File: src/rtl/freq_pkg.sv
// rtl/freq_pkg.sv - preset table, widths and state codes for the frequency step controller
package freq_pkg;

  localparam int IDX_W     = 3;
  localparam int DIV_W     = 11;
  localparam int FREQ_W    = 10;
  localparam int NUM_TABLE = 8;

  localparam logic [1:0] ST_HALT = 2'd0;
  localparam logic [1:0] ST_RUN  = 2'd1;
  localparam logic [1:0] ST_PEND = 2'd2;

  // Each divisor is the reload value; the tick period is divisor+1 cycles.
  localparam logic [DIV_W-1:0] DIV_TABLE [NUM_TABLE] = '{
    11'd1666, 11'd999, 11'd666, 11'd499, 11'd399, 11'd333, 11'd285, 11'd249
  };

  localparam logic [FREQ_W-1:0] FREQ_TABLE [NUM_TABLE] = '{
    10'd30, 10'd50, 10'd75, 10'd100, 10'd125, 10'd150, 10'd175, 10'd200
  };

endpackage

File: src/rtl/freq_div_rom.sv
// rtl/freq_div_rom.sv - combinational preset index to divisor/frequency lookup
module freq_div_rom
  import freq_pkg::*;
(
  input  logic [IDX_W-1:0]  idx,
  output logic [DIV_W-1:0]  div,
  output logic [FREQ_W-1:0] freq
);

  always_comb begin
    div  = '0;
    freq = '0;
    if ({1'b0, idx} < (IDX_W+1)'(NUM_TABLE)) begin
      div  = DIV_TABLE[idx];
      freq = FREQ_TABLE[idx];
    end
  end

endmodule

File: src/rtl/freq_step_controller.sv
// rtl/freq_step_controller.sv - preset-stepped tick divider; preset changes land only on period boundaries
module freq_step_controller
  import freq_pkg::*;
#(
  parameter int NUM_PRESETS = 8,
  parameter int RESET_IDX   = 3
) (
  input  logic              clk,
  input  logic              reset,
  input  logic              en,
  input  logic              step_up,
  input  logic              step_down,
  output logic              tick,
  output logic [DIV_W-1:0]  divisor,
  output logic [FREQ_W-1:0] freq_hz,
  output logic [IDX_W-1:0]  sel_idx,
  output logic              pending
);

  localparam logic [IDX_W-1:0] MAX_IDX = IDX_W'(NUM_PRESETS - 1);

  logic [1:0]        state, next_state;
  logic [DIV_W-1:0]  cnt;
  logic [IDX_W-1:0]  target, next_target, next_sel;
  logic [IDX_W-1:0]  base, step_idx;
  logic [DIV_W-1:0]  rom_div;
  logic [FREQ_W-1:0] rom_freq;
  logic              at_tc;

  // Looks up the preset that will be applied after this edge, so the
  // reload value and the registered outputs always agree.
  freq_div_rom u_rom (
    .idx  (next_sel),
    .div  (rom_div),
    .freq (rom_freq)
  );

  assign at_tc   = (cnt == '0);
  assign pending = (state == ST_PEND);

  always_comb begin
    base     = (state == ST_PEND) ? target : sel_idx;
    step_idx = base;
    if (step_up && !step_down && base != MAX_IDX)
      step_idx = base + 3'd1;
    else if (step_down && !step_up && base != '0)
      step_idx = base - 3'd1;

    next_state  = state;
    next_target = target;
    next_sel    = sel_idx;
    case (state)
      ST_HALT: begin
        next_sel    = step_idx;
        next_target = step_idx;
        if (en) next_state = ST_RUN;
      end
      ST_RUN: begin
        if (!en) begin
          next_state = ST_HALT;
        end else if (step_idx != sel_idx) begin
          next_target = step_idx;
          next_state  = ST_PEND;
        end
      end
      ST_PEND: begin
        next_target = step_idx;
        if (!en) begin
          next_state = ST_HALT;
          next_sel   = step_idx;
        end else if (at_tc) begin
          next_state = ST_RUN;
          next_sel   = step_idx;
        end
      end
      default: next_state = ST_HALT;
    endcase
  end

  always_ff @(posedge clk) begin
    if (reset) begin
      state   <= ST_HALT;
      cnt     <= DIV_TABLE[RESET_IDX];
      target  <= IDX_W'(RESET_IDX);
      sel_idx <= IDX_W'(RESET_IDX);
      divisor <= DIV_TABLE[RESET_IDX];
      freq_hz <= FREQ_TABLE[RESET_IDX];
      tick    <= 1'b0;
    end else begin
      state   <= next_state;
      target  <= next_target;
      sel_idx <= next_sel;
      divisor <= rom_div;
      freq_hz <= rom_freq;
      tick    <= 1'b0;
      if (state == ST_HALT) begin
        if (en) cnt <= rom_div;
      end else if (en) begin
        if (at_tc) begin
          cnt  <= rom_div;
          tick <= 1'b1;
        end else begin
          cnt <= cnt - 11'd1;
        end
      end
    end
  end

endmodule

File: config.mk
export PLATFORM = sky130hd
export DESIGN_NAME = freq_step_controller
export DESIGN_NICKNAME = d
export VERILOG_FILES = /design/src/rtl/freq_pkg.sv /design/src/rtl/freq_div_rom.sv /design/src/rtl/freq_step_controller.sv
export SDC_FILE = /design/constraint.sdc
export NUM_CORES = 1
export LEC_CHECK = 0
export ABC_AREA = 1
export CAP_MARGIN = 20
export CORE_MARGIN = 3
export CORE_UTILIZATION = 57
export DETAILED_ROUTE_END_ITERATION = 12
export PLACE_DENSITY = 0.86
export SYNTH_ARGS = -nofsm -noshare
export SYNTH_HDL_FRONTEND = slang
export SYNTH_SLANG_ARGS = --single-unit
File: constraint.sdc
create_clock -name clk -period 3.9 [get_ports clk]
set_input_delay 0.585 -clock clk [delete_from_list [all_inputs] [get_ports clk]]
set_output_delay 0.585 -clock clk [all_outputs]
set_load 0.005 [all_outputs]
Word level (Yosys, flattened, before mapping)
Memories as Yosys holds them, arrays and structs flattened. A register that Yosys moved wholly into a read port is not among the register bits.
Index checks and enable logic that the tools add are counted.
{"block": "word_totals", "ff_bits": 31, "rom_bits": 168, "in_bits": 5, "output_inout_bits": 26, "wordCells": 59, "mem_count": 2}
{"block": "op_classes", "add_sub_neg": 3, "n_lt_le_gt_ge": 1, "n_eq_ne": 9, "n_mux": 22, "n_bitwise": 2, "reduce_logical": 14}
{"memory": "(name not given)", "words": 8, "width": 11, "read_ports": 1, "rd_ports_with_merged_regs": 0, "wr": 0, "line_no": "freq_div_rom.sv:14", "source": "div = DIV_TABLE[idx];"}
{"memory": "(name not given)", "words": 8, "width": 10, "read_ports": 1, "rd_ports_with_merged_regs": 1, "wr": 0, "line_no": "freq_div_rom.sv:15", "source": "freq = FREQ_TABLE[idx];"}
{"op": "11-bit two-way mux", "count": 6}
{"op": "3-bit two-way mux", "count": 7}
{"op": "3-bit case mux with 2 select lines", "count": 2}
{"op": "11-bit zero test", "count": 1}
{"op": "11-bit by 1-bit subtractor with 11-bit output, second input constant", "count": 1}
{"op": "2-bit two-way mux", "count": 5}
{"op": "2-bit inequality test, second input constant", "count": 3}
{"op": "3-bit inequality test, second input constant", "count": 2}
{"op": "2-bit case mux with 3 select lines", "count": 1}
{"op": "3-bit AND reduction", "count": 2}
{"op": "4-bit greater-or-equal comparator, second input constant", "count": 1}
{"op": "1-bit logical AND", "count": 4}
{"op": "3-bit NOT with 4-bit output", "count": 1}
{"op": "3-bit by 1-bit adder with 3-bit output, second input constant", "count": 1}
{"op": "3-bit by 2-bit inequality test with 1-bit output, second input constant", "count": 1}
{"op": "3-bit inequality test", "count": 1}
{"op": "3-bit nonzero test", "count": 1}
{"op": "3-bit OR reduction", "count": 1}
{"op": "3-bit by 1-bit subtractor with 3-bit output, second input constant", "count": 1}
{"op": "2-bit by 1-bit == test with 1-bit output, second input constant", "count": 1}
{"op": "2-bit == test, second input constant", "count": 1}
{"op": "1-bit zero test", "count": 2}
{"op": "2-bit zero test", "count": 1}
{"op": "2-bit nonzero test", "count": 1}
{"op": "3 further kinds", "count": 3}

Longest topological paths before layout
Gate-level depths: netlist (run 1).
{"block": "depth", "depth_word": 16, "ltp_mapped": 22, "depth_no_buf": 22}

Cells and area by module
Synthesis (run 1) repeated with hierarchy kept, for this count alone.
{"block": "hier_totals", "hier_cells": 300, "hier_area_um2": 2140.8}
{"mod": "freq_step_controller", "n_inst": 1, "cells_each": 253, "area_per_inst_um2": 1870.5}
{"mod": "freq_div_rom", "n_inst": 1, "cells_each": 47, "area_per_inst_um2": 270.3}

Worst setup path before layout (run 1)
OpenSTA, ideal clock, no wires.
{"block": "synth_timing", "path_kind": "reg2reg", "start": "reg state[0]", "end": "reg cnt[7]", "setup_time_ns": 0.138, "t_arrival_ns": 2.342, "required_time_ns": 3.762, "slack_ns": 1.420, "path_stages_with_launch": 21, "synth_period_minus_slack_ns": 2.480, "path_cell_list": "dfxtp_1 buf_4 nor2_4 nand2_1 nand2_2 inv_2 ha_1 ha_1 nor2_1 nand2_1 nand2_1 inv_1 nand2_1 nand2_1 nand2_1 nand2_2 ha_1 nor2_1 nand2_1 nand3_1 o211ai_1"}
{"block": "synth_between", "elab_chain_len": 16, "word_cells_on_any_way": 22}
{"item": "from (decl)", "line_no": "freq_step_controller.sv:22", "source": "logic [1:0] state, next_state;"}
{"item": "from (signal assigned)", "line_no": "freq_step_controller.sv:90", "source": "state <= next_state;"}
{"item": "2-bit == test (*)"}
{"item": "via pending", "line_no": "freq_step_controller.sv:17", "source": "output logic pending"}
{"item": "parallel branches: the longest is 7 deep, another holds 3-bit by 1-bit subtractor with 3-bit output"}
{"item": "3-bit case mux with 2 select lines (*)", "line_no": "freq_step_controller.sv:52", "source": "case (state)"}
{"item": "3-bit NOT with 4-bit output (implied by the code) (*)", "line_no": "freq_div_rom.sv:14"}
{"item": "memory 8 x 11 bit (*)"}
{"item": "11-bit two-way mux (implied by the code) (*) (2 in series)", "line_no": "freq_div_rom.sv:14"}
{"item": "11-bit two-way mux", "line_no": "freq_step_controller.sv:99", "source": "if (at_tc) begin"}
{"item": "11-bit two-way mux", "line_no": "freq_step_controller.sv:98", "source": "end else if (en) begin"}
{"item": "11-bit two-way mux (*)", "line_no": "freq_step_controller.sv:96", "source": "if (state == ST_HALT) begin"}
{"item": "to (signal assigned)", "line_no": "freq_step_controller.sv:97", "source": "if (en) cnt <= rom_div;"}
{"item": "to (signal assigned)", "line_no": "freq_step_controller.sv:100", "source": "cnt <= rom_div;"}
{"item": "to (signal assigned)", "line_no": "freq_step_controller.sv:103", "source": "cnt <= cnt - 11'd1;"}
{"item": "to (decl)", "line_no": "freq_step_controller.sv:23", "source": "logic [DIV_W-1:0] cnt;"}
Mark *: on every way through the listed nets, which the timed path passes. The select of a mux whose other input is x is not followed.
A chain may end at the register's enable or synchronous reset.

Worst setup path in the final report (run 1)
{"block": "layout_timing", "start": "reg state[0]", "end": "reg cnt[7]"}
{"block": "layout_between", "elab_chain_len": 16, "word_cells_on_any_way": 22}
{"item": "parallel branches: the longest is 8 deep, another holds 3-bit by 1-bit subtractor with 3-bit output"}
{"item": "3-bit case mux with 2 select lines (*)", "line_no": "freq_step_controller.sv:52"}
{"item": "via next_sel[1]", "line_no": "freq_step_controller.sv:24", "source": "logic [IDX_W-1:0] target, next_target, next_sel;"}
{"item": "3-bit NOT with 4-bit output (implied by the code) (*)", "line_no": "freq_div_rom.sv:14"}
{"item": "memory 8 x 11 bit (*)"}
{"item": "11-bit two-way mux (implied by the code) (*) (2 in series)", "line_no": "freq_div_rom.sv:14"}
{"item": "11-bit two-way mux", "line_no": "freq_step_controller.sv:99"}
{"item": "11-bit two-way mux", "line_no": "freq_step_controller.sv:98"}
{"item": "11-bit two-way mux (*)", "line_no": "freq_step_controller.sv:96"}
Marks and branches as above.

==> results.rst, run 1 <==
.. list-table::
   :header-rows: 1

   * - Metric
     - Value
   * - Run status
     - finished, final reports clean
   * - Die Ht
     - 65.4 um
   * - Number of warnings issued by yosys
     - 0
   * - Syn_area_per_cell
     - 7.08 um^2
   * - Max-slew headroom at the worst pin
     - 0.513
   * - Sequential share of power
     - 0.410
   * - Arrival time reported for the critical path endpoint
     - 3.41 ns
   * - Number of global-route vias before repair
     - 1716
   * - Total core area
     - 3200 um^2
   * - Area fraction in compound gates after synthesis
     - 0.0983
   * - DRC Markers
     - 0
   * - Setup TNS after final layout
     - 0 ns
   * - Share of the clock period used by the worst path
     - 0.815
   * - Category of the worst setup path capture point
     - flip-flop
   * - Final Slew Violations
     - 0
   * - Cell count after synthesis
     - 284
   * - Maximum number of pins on one net before global-route repair
     - 19
   * - Synth Area in Simple Gates
     - 0.344
   * - Fin crit period
     - 3.18 ns
   * - FF-to-FF path depth
     - 19
   * - Worst Path Class, Setup
     - flip-flop to flip-flop
   * - Worst Max-Slew Pin Slew
     - 0.728 ns
   * - Ranking of synthesized cells by area
     - sky130_fd_sc_hd__dfxtp_1 (37%), sky130_fd_sc_hd__nand2_1 (14%), sky130_fd_sc_hd__nand3_1 (7.2%)
   * - Port Buffers
     - 28
   * - Post-synthesis share of cell area spent on xor and xnor gates
     - 0.0174
   * - CTS tree
     - built
   * - Cell area power density
     - 489 nW/um^2
   * - Maximum level of the CTS H-tree
     - 2
   * - Global placement routability congestion
     - 0.886
   * - Total count of hold-check failures in the final report
     - 0
   * - Skew-Pair Late Insertion Delay
     - 0.36 ns
   * - Antenna diode instance count
     - 0
   * - Max-cap check violation count
     - 0
   * - Hold buffers post-CTS
     - 0
   * - Sequential standard cell area
     - 741 um^2
   * - Setup slack of the worst register-to-register path
     - 0.72 ns
   * - Critical path launch point type
     - flip-flop
   * - Distinct cell type count of the synthesized netlist
     - 33
   * - Global router's overall resource usage
     - 0.232
   * - Starting density of the core
     - 0.628
   * - Number of setup buffers added after CTS
     - 0
   * - Multi-input combinational cell area
     - 1070 um^2
   * - Required time of the critical path
     - 4.13 ns
   * - Total power draw
     - 1160 uW
   * - Die boundary width
     - 65.4 um
   * - Number of sinks driven by the clock tree
     - 37
   * - Nets
     - 325
   * - Yosys reg bits
     - 37
   * - Mux contribution to synthesized area
     - 0
   * - Hold_ws
     - 0.516 ns
   * - Net Switching
     - 395 uW
   * - Combinational fraction of design power
     - 0.345
   * - Antenna violations before repair
     - 0
   * - Worst min-delay path category
     - flip-flop to flip-flop
   * - Row count
     - 20
   * - First-pass DRT Iterations
     - 4
   * - Number of cells upsized or downsized after cts
     - 0
   * - Largest driver fanout on the critical path
     - 11
   * - Library cell with the largest summed area after synthesis
     - sky130_fd_sc_hd__dfxtp_1
   * - Average wire length per cell after detail routing
     - 12.4 um
   * - Final Skew
     - 0.0107 ns
   * - Clock share of power
     - 0.245
   * - Share of final-layout standard cells stronger than drive strength 1
     - 0.100
   * - Main combinational cell family by area after synthesis
     - simple AND/OR/NAND/NOR gates
   * - Vias per std cell
     - 5.11
   * - Worst hold path depth
     - 2
   * - Clock buffer count from CTS
     - 5
   * - Post-Synthesis Cell Area
     - 2010 um^2
   * - Grt total ovfl
     - 0
   * - Internal cell power
     - 766 uW
   * - Placed wire-length estimate after detailed placement
     - 3.41 mm
   * - Area Overhead vs Synth
     - 18.0%
   * - Wire length of the first global-routing pass
     - 7.65 mm
   * - Sequential cell area fraction in the yosys report
     - 0.368
   * - Count of fill cells added during filler insertion
     - 281
   * - Remaining number of nets flagged by the antenna check after routing
     - 0
   * - Via Count
     - 1810
   * - Reg clk slew, reported paths
     - 0.12 ns
   * - Fmax
     - 314 MHz
   * - Final Util
     - 0.741
   * - CTS Root Cell
     - sky130_fd_sc_hd__clkbuf_4
   * - Worst VDD drop
     - 0.000298 V
   * - Die Area
     - 4280 um^2
   * - Pleak
     - 0.00115 uW
   * - Share of the synthesized area in the top cell type
     - 0.368
   * - Longest Clk Path Bufs
     - 2
   * - Adder-cell share of the synthesized area
     - 0.0684
   * - Detailed Route Iter0 Violations
     - 129
   * - Number of top-level pins
     - 31
   * - Setup repair after global routing missed its margin
     - no
   * - Sw frac
     - 0.340
   * - Post-Route WL
     - 4.38 mm
   * - Number of failing setup endpoints in the final timing report
     - 0
[cell families after synthesis]
family / Yosys count
and+or+nand+nor: 149
buffers and inverters: 47
DFF: 37
AOI/OAI and AO/OA: 35
adders and majority gates: 11
xor gates and xnor gates: 4
other: 1
[worst max-delay path, stage by stage (launching register included)]
cell                       delay [ns]
sky130_fd_sc_hd__dfxtp_1         0.63
sky130_fd_sc_hd__inv_1           0.21
sky130_fd_sc_hd__nand2_1         0.15
sky130_fd_sc_hd__nand2_1         0.08
sky130_fd_sc_hd__nand2_1         0.08
sky130_fd_sc_hd__inv_1           0.05
sky130_fd_sc_hd__ha_1            0.19
sky130_fd_sc_hd__ha_1            0.18
sky130_fd_sc_hd__nor2_1          0.18
sky130_fd_sc_hd__nand2_1         0.12
sky130_fd_sc_hd__nand3_1         0.09
sky130_fd_sc_hd__nand2_1         0.05
sky130_fd_sc_hd__nand2_1         0.12
sky130_fd_sc_hd__nand2_1         0.07
sky130_fd_sc_hd__nand2_1         0.19
sky130_fd_sc_hd__ha_1            0.29
sky130_fd_sc_hd__nor2_1          0.16
sky130_fd_sc_hd__nand2_1         0.07
sky130_fd_sc_hd__nand3_1         0.08
sky130_fd_sc_hd__o211ai_1        0.08
[metrics by stage]
step	worst slack, ns	cells	cell area (um^2)
global route	0.349	354	2370
finish	0.720	354	2370
detailed placement	0.749	346	2280
CTS	0.730	354	2370
global placement	0.911	346	2280
floorplan	1.42	285	2020
[final timing paths]
kind / startpoint / to
max reg2reg: state[0]$_SDFFE_PP0P_ / cnt[7]$_SDFFE_PP1P_
min reg2reg: cnt[0]$_SDFFE_PP1P_ / cnt[0]$_SDFFE_PP1P_
min: cnt[0]$_SDFFE_PP1P_ / cnt[0]$_SDFFE_PP1P_
max: state[0]$_SDFFE_PP0P_ / cnt[7]$_SDFFE_PP1P_
[layout by cell type (no fill, tap or decap), types with 2 or more instances in the layout]
master / instances
sky130_fd_sc_hd__nand2_1: 74
sky130_fd_sc_hd__dfxtp_1: 37
sky130_fd_sc_hd__inv_1: 31
sky130_fd_sc_hd__nand3_1: 29
sky130_fd_sc_hd__clkdlybuf4s50_1: 28
sky130_fd_sc_hd__nor2_1: 22
sky130_fd_sc_hd__a21oi_1: 14
sky130_fd_sc_hd__o21ai_0: 12
sky130_fd_sc_hd__ha_1: 11
sky130_fd_sc_hd__nor2_4: 6
sky130_fd_sc_hd__nand2_2: 6
sky130_fd_sc_hd__clkbuf_4: 5
sky130_fd_sc_hd__inv_2: 3
sky130_fd_sc_hd__nor3_1: 3
sky130_fd_sc_hd__o211ai_1: 3
sky130_fd_sc_hd__nor2_2: 2
sky130_fd_sc_hd__nand4_1: 2
sky130_fd_sc_hd__o31ai_1: 2
sky130_fd_sc_hd__xor2_1: 2
sky130_fd_sc_hd__xnor2_1: 2
sky130_fd_sc_hd__conb_1: 2
[flip-flops by register name (all words and copies together), names as in the netlist]
register / cells
cnt: 11
divisor: 11
freq_hz: 8
target: 3
state: 2
sel_idx: 1
tick: 1
[Yosys cell counts, drive strengths merged]
cell type	n
o211ai	3
clkinv	1
nor2	30
nand3b	1
buf	8
o21a	1
o31ai	2
ha	11
inv	34
nor4	1
conb	1
nand2	81
xor2	2
dfxtp	37
clkbuf	4
o21ai	14
nand3	30
nor3	3
xnor2	2
or2	1
nand4	2
a21oi	15
[power groups by stage]
stage / Clock (uW) / Combinational [uW] / Sequential, uW
floorplan: 0 / 253 / 482
global placement: 0 / 385 / 481
detailed placement: 0 / 397 / 485
CTS: 285 / 400 / 476
global route: 302 / 456 / 485
finish: 285 / 400 / 476
[per-layer routing]
layer  part of all wire  vias to the layer above  global-route usage
li1                   -                      945                   -
met1               0.46                      794               0.295
met2               0.45                       64               0.377
met3              0.080                        7              0.0479
met4              0.012                        0               0.109
met5                  0                        -                   0
[final cells by class]
type / instances / share of cell area
multi-input combinational: 201 / 0.451
sequential: 37 / 0.312
timing repair buffer: 29 / 0.121
inverter: 35 / 0.0554
tap: 44 / 0.0232
clock buffer: 6 / 0.0216
clock inverter: 2 / 0.0158
No activity file was read; power rests on OpenSTA's default activity.
==> run 2: changes to the inputs <==
--- a/config.mk
+++ b/config.mk
@@ -8,9 +8,9 @@
 export ABC_AREA = 1
 export CAP_MARGIN = 20
 export CORE_MARGIN = 3
-export CORE_UTILIZATION = 57
+export CORE_UTILIZATION = 48
 export DETAILED_ROUTE_END_ITERATION = 12
-export PLACE_DENSITY = 0.86
+export PLACE_DENSITY = 0.77
 export SYNTH_ARGS = -nofsm -noshare
 export SYNTH_HDL_FRONTEND = slang
 export SYNTH_SLANG_ARGS = --single-unit
==> constraint.sdc (replaced) <==
create_clock -name clk -period 2.75 [get_ports clk]
set_input_delay 0.4125 -clock clk [delete_from_list [all_inputs] [get_ports clk]]
set_output_delay 0.4125 -clock clk [all_outputs]
set_load 0.005 [all_outputs]
==> results.rst, run 2 (synthesized netlist as in run 1, its figures left out) <==
.. list-table::
   :header-rows: 1

   * - Metric
     - Value
   * - Arrival time reported for the critical path endpoint
     - 2.74 ns (was 3.41 ns)
   * - Global placement routability congestion
     - 0.883 (was 0.886)
   * - Worst setup timing slack at the placement stage
     - 0.00408 ns (was 0.749 ns)
   * - Die boundary width
     - 70.7 um (was 65.4 um)
   * - Number of failing setup endpoints in the final timing report
     - 0 (unchanged)
   * - GR Layer Usage met2
     - 0.300 (was 0.377)
   * - Share of the clock period used by the worst path
     - 0.931 (was 0.815)
   * - Max-cap check violation count
     - 0 (unchanged)
   * - Met3 layer usage reported by global route
     - 0.0483 (was 0.0479)
   * - Wire length of the first global-routing pass
     - 7.55 mm (was 7.65 mm)
   * - First-pass DRT Iterations
     - 4 (unchanged)
   * - Total count of hold-check failures in the final report
     - 0 (unchanged)
   * - Port Buffers
     - 28 (unchanged)
   * - Worst path max stage delay
     - 0.33 ns (was 0.63 ns)
   * - Kind of cell with the highest combined delay on the critical path
     - simple AND/OR/NAND/NOR gates (unchanged)
   * - Worst min-delay path category
     - flip-flop to flip-flop (unchanged)
   * - Number of top-level pins
     - 31 (unchanged)
   * - Via Count
     - 1838 (was 1810)
   * - Largest registers ranked by flip-flop count
     - cnt (11), divisor (11), freq_hz (8) (unchanged)
   * - Global router's overall resource usage
     - 0.186 (was 0.232)
   * - Vias per std cell
     - 4.99 (was 5.11)
   * - Average wire length per cell after detail routing
     - 11.8 um (was 12.4 um)
   * - Final Skew
     - 0.00711 ns (was 0.0107 ns)
   * - DRC Markers
     - 0 (unchanged)
   * - Detailed Route Iter0 Violations
     - 113 (was 129)
   * - Share of final-layout standard cells stronger than drive strength 1
     - 0.178 (was 0.100)
   * - Maximum level of the CTS H-tree
     - 2 (unchanged)
   * - Antenna diode instance count
     - 0 (unchanged)
   * - Clock buffer count from CTS
     - 5 (unchanged)
   * - Total core area
     - 3850 um^2 (was 3200 um^2)
   * - Die Area
     - 5000 um^2 (was 4280 um^2)
   * - Grt total ovfl
     - 0 (unchanged)
   * - Longest Clk Path Bufs
     - 2 (unchanged)
   * - Setup repair after global routing missed its margin
     - yes (was no)
   * - Fmax
     - 391 MHz (was 314 MHz)
   * - Critical path launch point type
     - flip-flop (unchanged)
   * - Number of global-route vias before repair
     - 1713 (was 1716)
   * - Cell area power density
     - 706 nW/um^2 (was 489 nW/um^2)
   * - Commonest cells after routing, fill and taps aside
     - sky130_fd_sc_hd__nand2_1 (68), sky130_fd_sc_hd__dfxtp_1 (35), sky130_fd_sc_hd__nand3_1 (29) (was sky130_fd_sc_hd__nand2_1 (74), sky130_fd_sc_hd__dfxtp_1 (37), sky130_fd_sc_hd__inv_1 (31))
   * - Area Overhead vs Synth
     - 26.7% (was 18.0%)
   * - Required time of the critical path
     - 2.94 ns (was 4.13 ns)
   * - CTS Root Cell
     - sky130_fd_sc_hd__clkbuf_8 (was sky130_fd_sc_hd__clkbuf_4)
   * - Row count
     - 22 (was 20)
   * - Busiest grt layer
     - met2 (unchanged)
   * - Placed wire-length estimate after detailed placement
     - 3.26 mm (was 3.41 mm)
   * - Fraction of met1 tracks used by global routing
     - 0.244 (was 0.295)
   * - Maximum number of pins on one net before global-route repair
     - 18 (was 19)
   * - Category of the worst setup path capture point
     - flip-flop (unchanged)
   * - Skew-Pair Late Insertion Delay
     - 0.29 ns (was 0.36 ns)
   * - Run status
     - finished, final reports clean (unchanged)
   * - Antenna violations before repair
     - 0 (unchanged)
   * - Nets
     - 335 (was 325)
   * - Worst path setup slack after routing
     - 0.191 ns (was 0.720 ns)
   * - Number of sinks driven by the clock tree
     - 37 (unchanged)
   * - Commonest non-fill, non-tap cell in the layout
     - sky130_fd_sc_hd__nand2_1 (unchanged)
   * - Die Ht
     - 70.7 um (was 65.4 um)
   * - Critical path's slowest cell
     - sky130_fd_sc_hd__dfxtp_2 (was sky130_fd_sc_hd__dfxtp_1)
   * - Fin crit period
     - 2.56 ns (was 3.18 ns)
   * - Final Util
     - 0.661 (was 0.741)
   * - Reg clk slew, reported paths
     - 0.07 ns (was 0.12 ns)
   * - Final Slew Violations
     - 0 (unchanged)
   * - Worst Path Class, Setup
     - flip-flop to flip-flop (unchanged)
   * - Area after detailed placement
     - 2340 um^2 (was 2280 um^2)
   * - Largest driver fanout on the critical path
     - 5 (was 11)
   * - Count of fill cells added during filler insertion
     - 353 (was 281)
   * - Final design area excluding fillers
     - 2550 um^2 (was 2370 um^2)
   * - Pleak
     - 0.00121 uW (was 0.00115 uW)
   * - Cell chain of the critical path
     - buf_4, nor2_4, nand2_1, nand2_2, inv_2, ha_1, ha_1, nor2_2, nand2_2, nand2_2, nand2_1, nand2_2, inv_2, nand2_1, nand2_2, ha_1, o21ai_2, nand2_1, nand3_1, nand2_1 (was inv_1, nand2_1, nand2_1, nand2_1, inv_1, ha_1, ha_1, nor2_1, nand2_1, nand3_1, nand2_1, nand2_1, nand2_1, nand2_1, ha_1, nor2_1, nand2_1, nand3_1, o211ai_1)
   * - Worst VDD drop
     - 0.000296 V (was 0.000298 V)
   * - Critical path buffers and inverters
     - 3 (was 2)
   * - Starting density of the core
     - 0.522 (was 0.628)
   * - CTS tree
     - built (unchanged)
   * - Post-Route WL
     - 4.34 mm (was 4.38 mm)
   * - Remaining number of nets flagged by the antenna check after routing
     - 0 (unchanged)
-- run 2: what timing repair did --
action / 4_1_cts / 5_1_grt
endpoints found under the setup margin: 2 / 23
pin swaps: 0 / 8
gates cloned: 0 / 0
hold buffers: 0 / 0
resized for setup: 1 / 20
setup buffers: 0 / 3
-- run 2: worst paths after layout --
path	start	cells after the start	endpoint	slack (ns)
min reg2reg	target[0]$_SDFFE_PP1P_	2	target[0]$_SDFFE_PP1P_	0.50
max reg2reg	state[0]$_SDFFE_PP0P_	20	cnt[5]$_SDFFE_PP1P_	0.19
max	state[0]$_SDFFE_PP0P_	20	cnt[5]$_SDFFE_PP1P_	0.19
min	target[0]$_SDFFE_PP1P_	2	target[0]$_SDFFE_PP1P_	0.50
-- run 2: final cells by class --
class | count | area [um^2] | share of cell area
flip-flops and latches | 37 | 746 | 0.293
clock buffers | 5 | 68.8 | 0.0270
multi-input cells | 201 | 1130 | 0.445
inverters | 35 | 131 | 0.0515
repair buffers | 39 | 363 | 0.142
well taps | 48 | 60.1 | 0.0236
clock inverters | 3 | 46.3 | 0.0182
-- run 2: metrics by stage --
step | hold slack, ns | cells | TNS, ns | total power [uW]
after floorplan | 0.465 | 285 | 0 | 1040
after global placement | 0.484 | 357 | 0 | 1260
after detailed placement | 0.491 | 357 | 0 | 1270
after CTS | 0.502 | 365 | 0 | 1750
after global routing | 0.522 | 368 | -0.144 | 1930
final | 0.500 | 368 | 0 | 1800
-- run 2: power by group --
part | leakage (uW) | switching, uW | internal, uW
registers | 0.000308 | 44.3 | 623
clock network | 0.0000543 | 201 | 271
logic | 0.000853 | 355 | 305
total | 0.00121 | 600 | 1200
-- run 2: layer usage --
| layer | share of wire | vias to the layer above |
|---|---|---|
| li1 | - | 969 |
| met1 | 0.47 | 807 |
| met2 | 0.45 | 55 |
| met3 | 0.062 | 7 |
| met4 | 0.014 | 0 |
| met5 | 0 | - |
-- run 2: tightest hold or removal path: cells and delay by family (launching register included) --
family | cells | cell delay [ns]
AND/OR/NAND/NOR | 2 | 0.13
flip-flops | 1 | 0.32
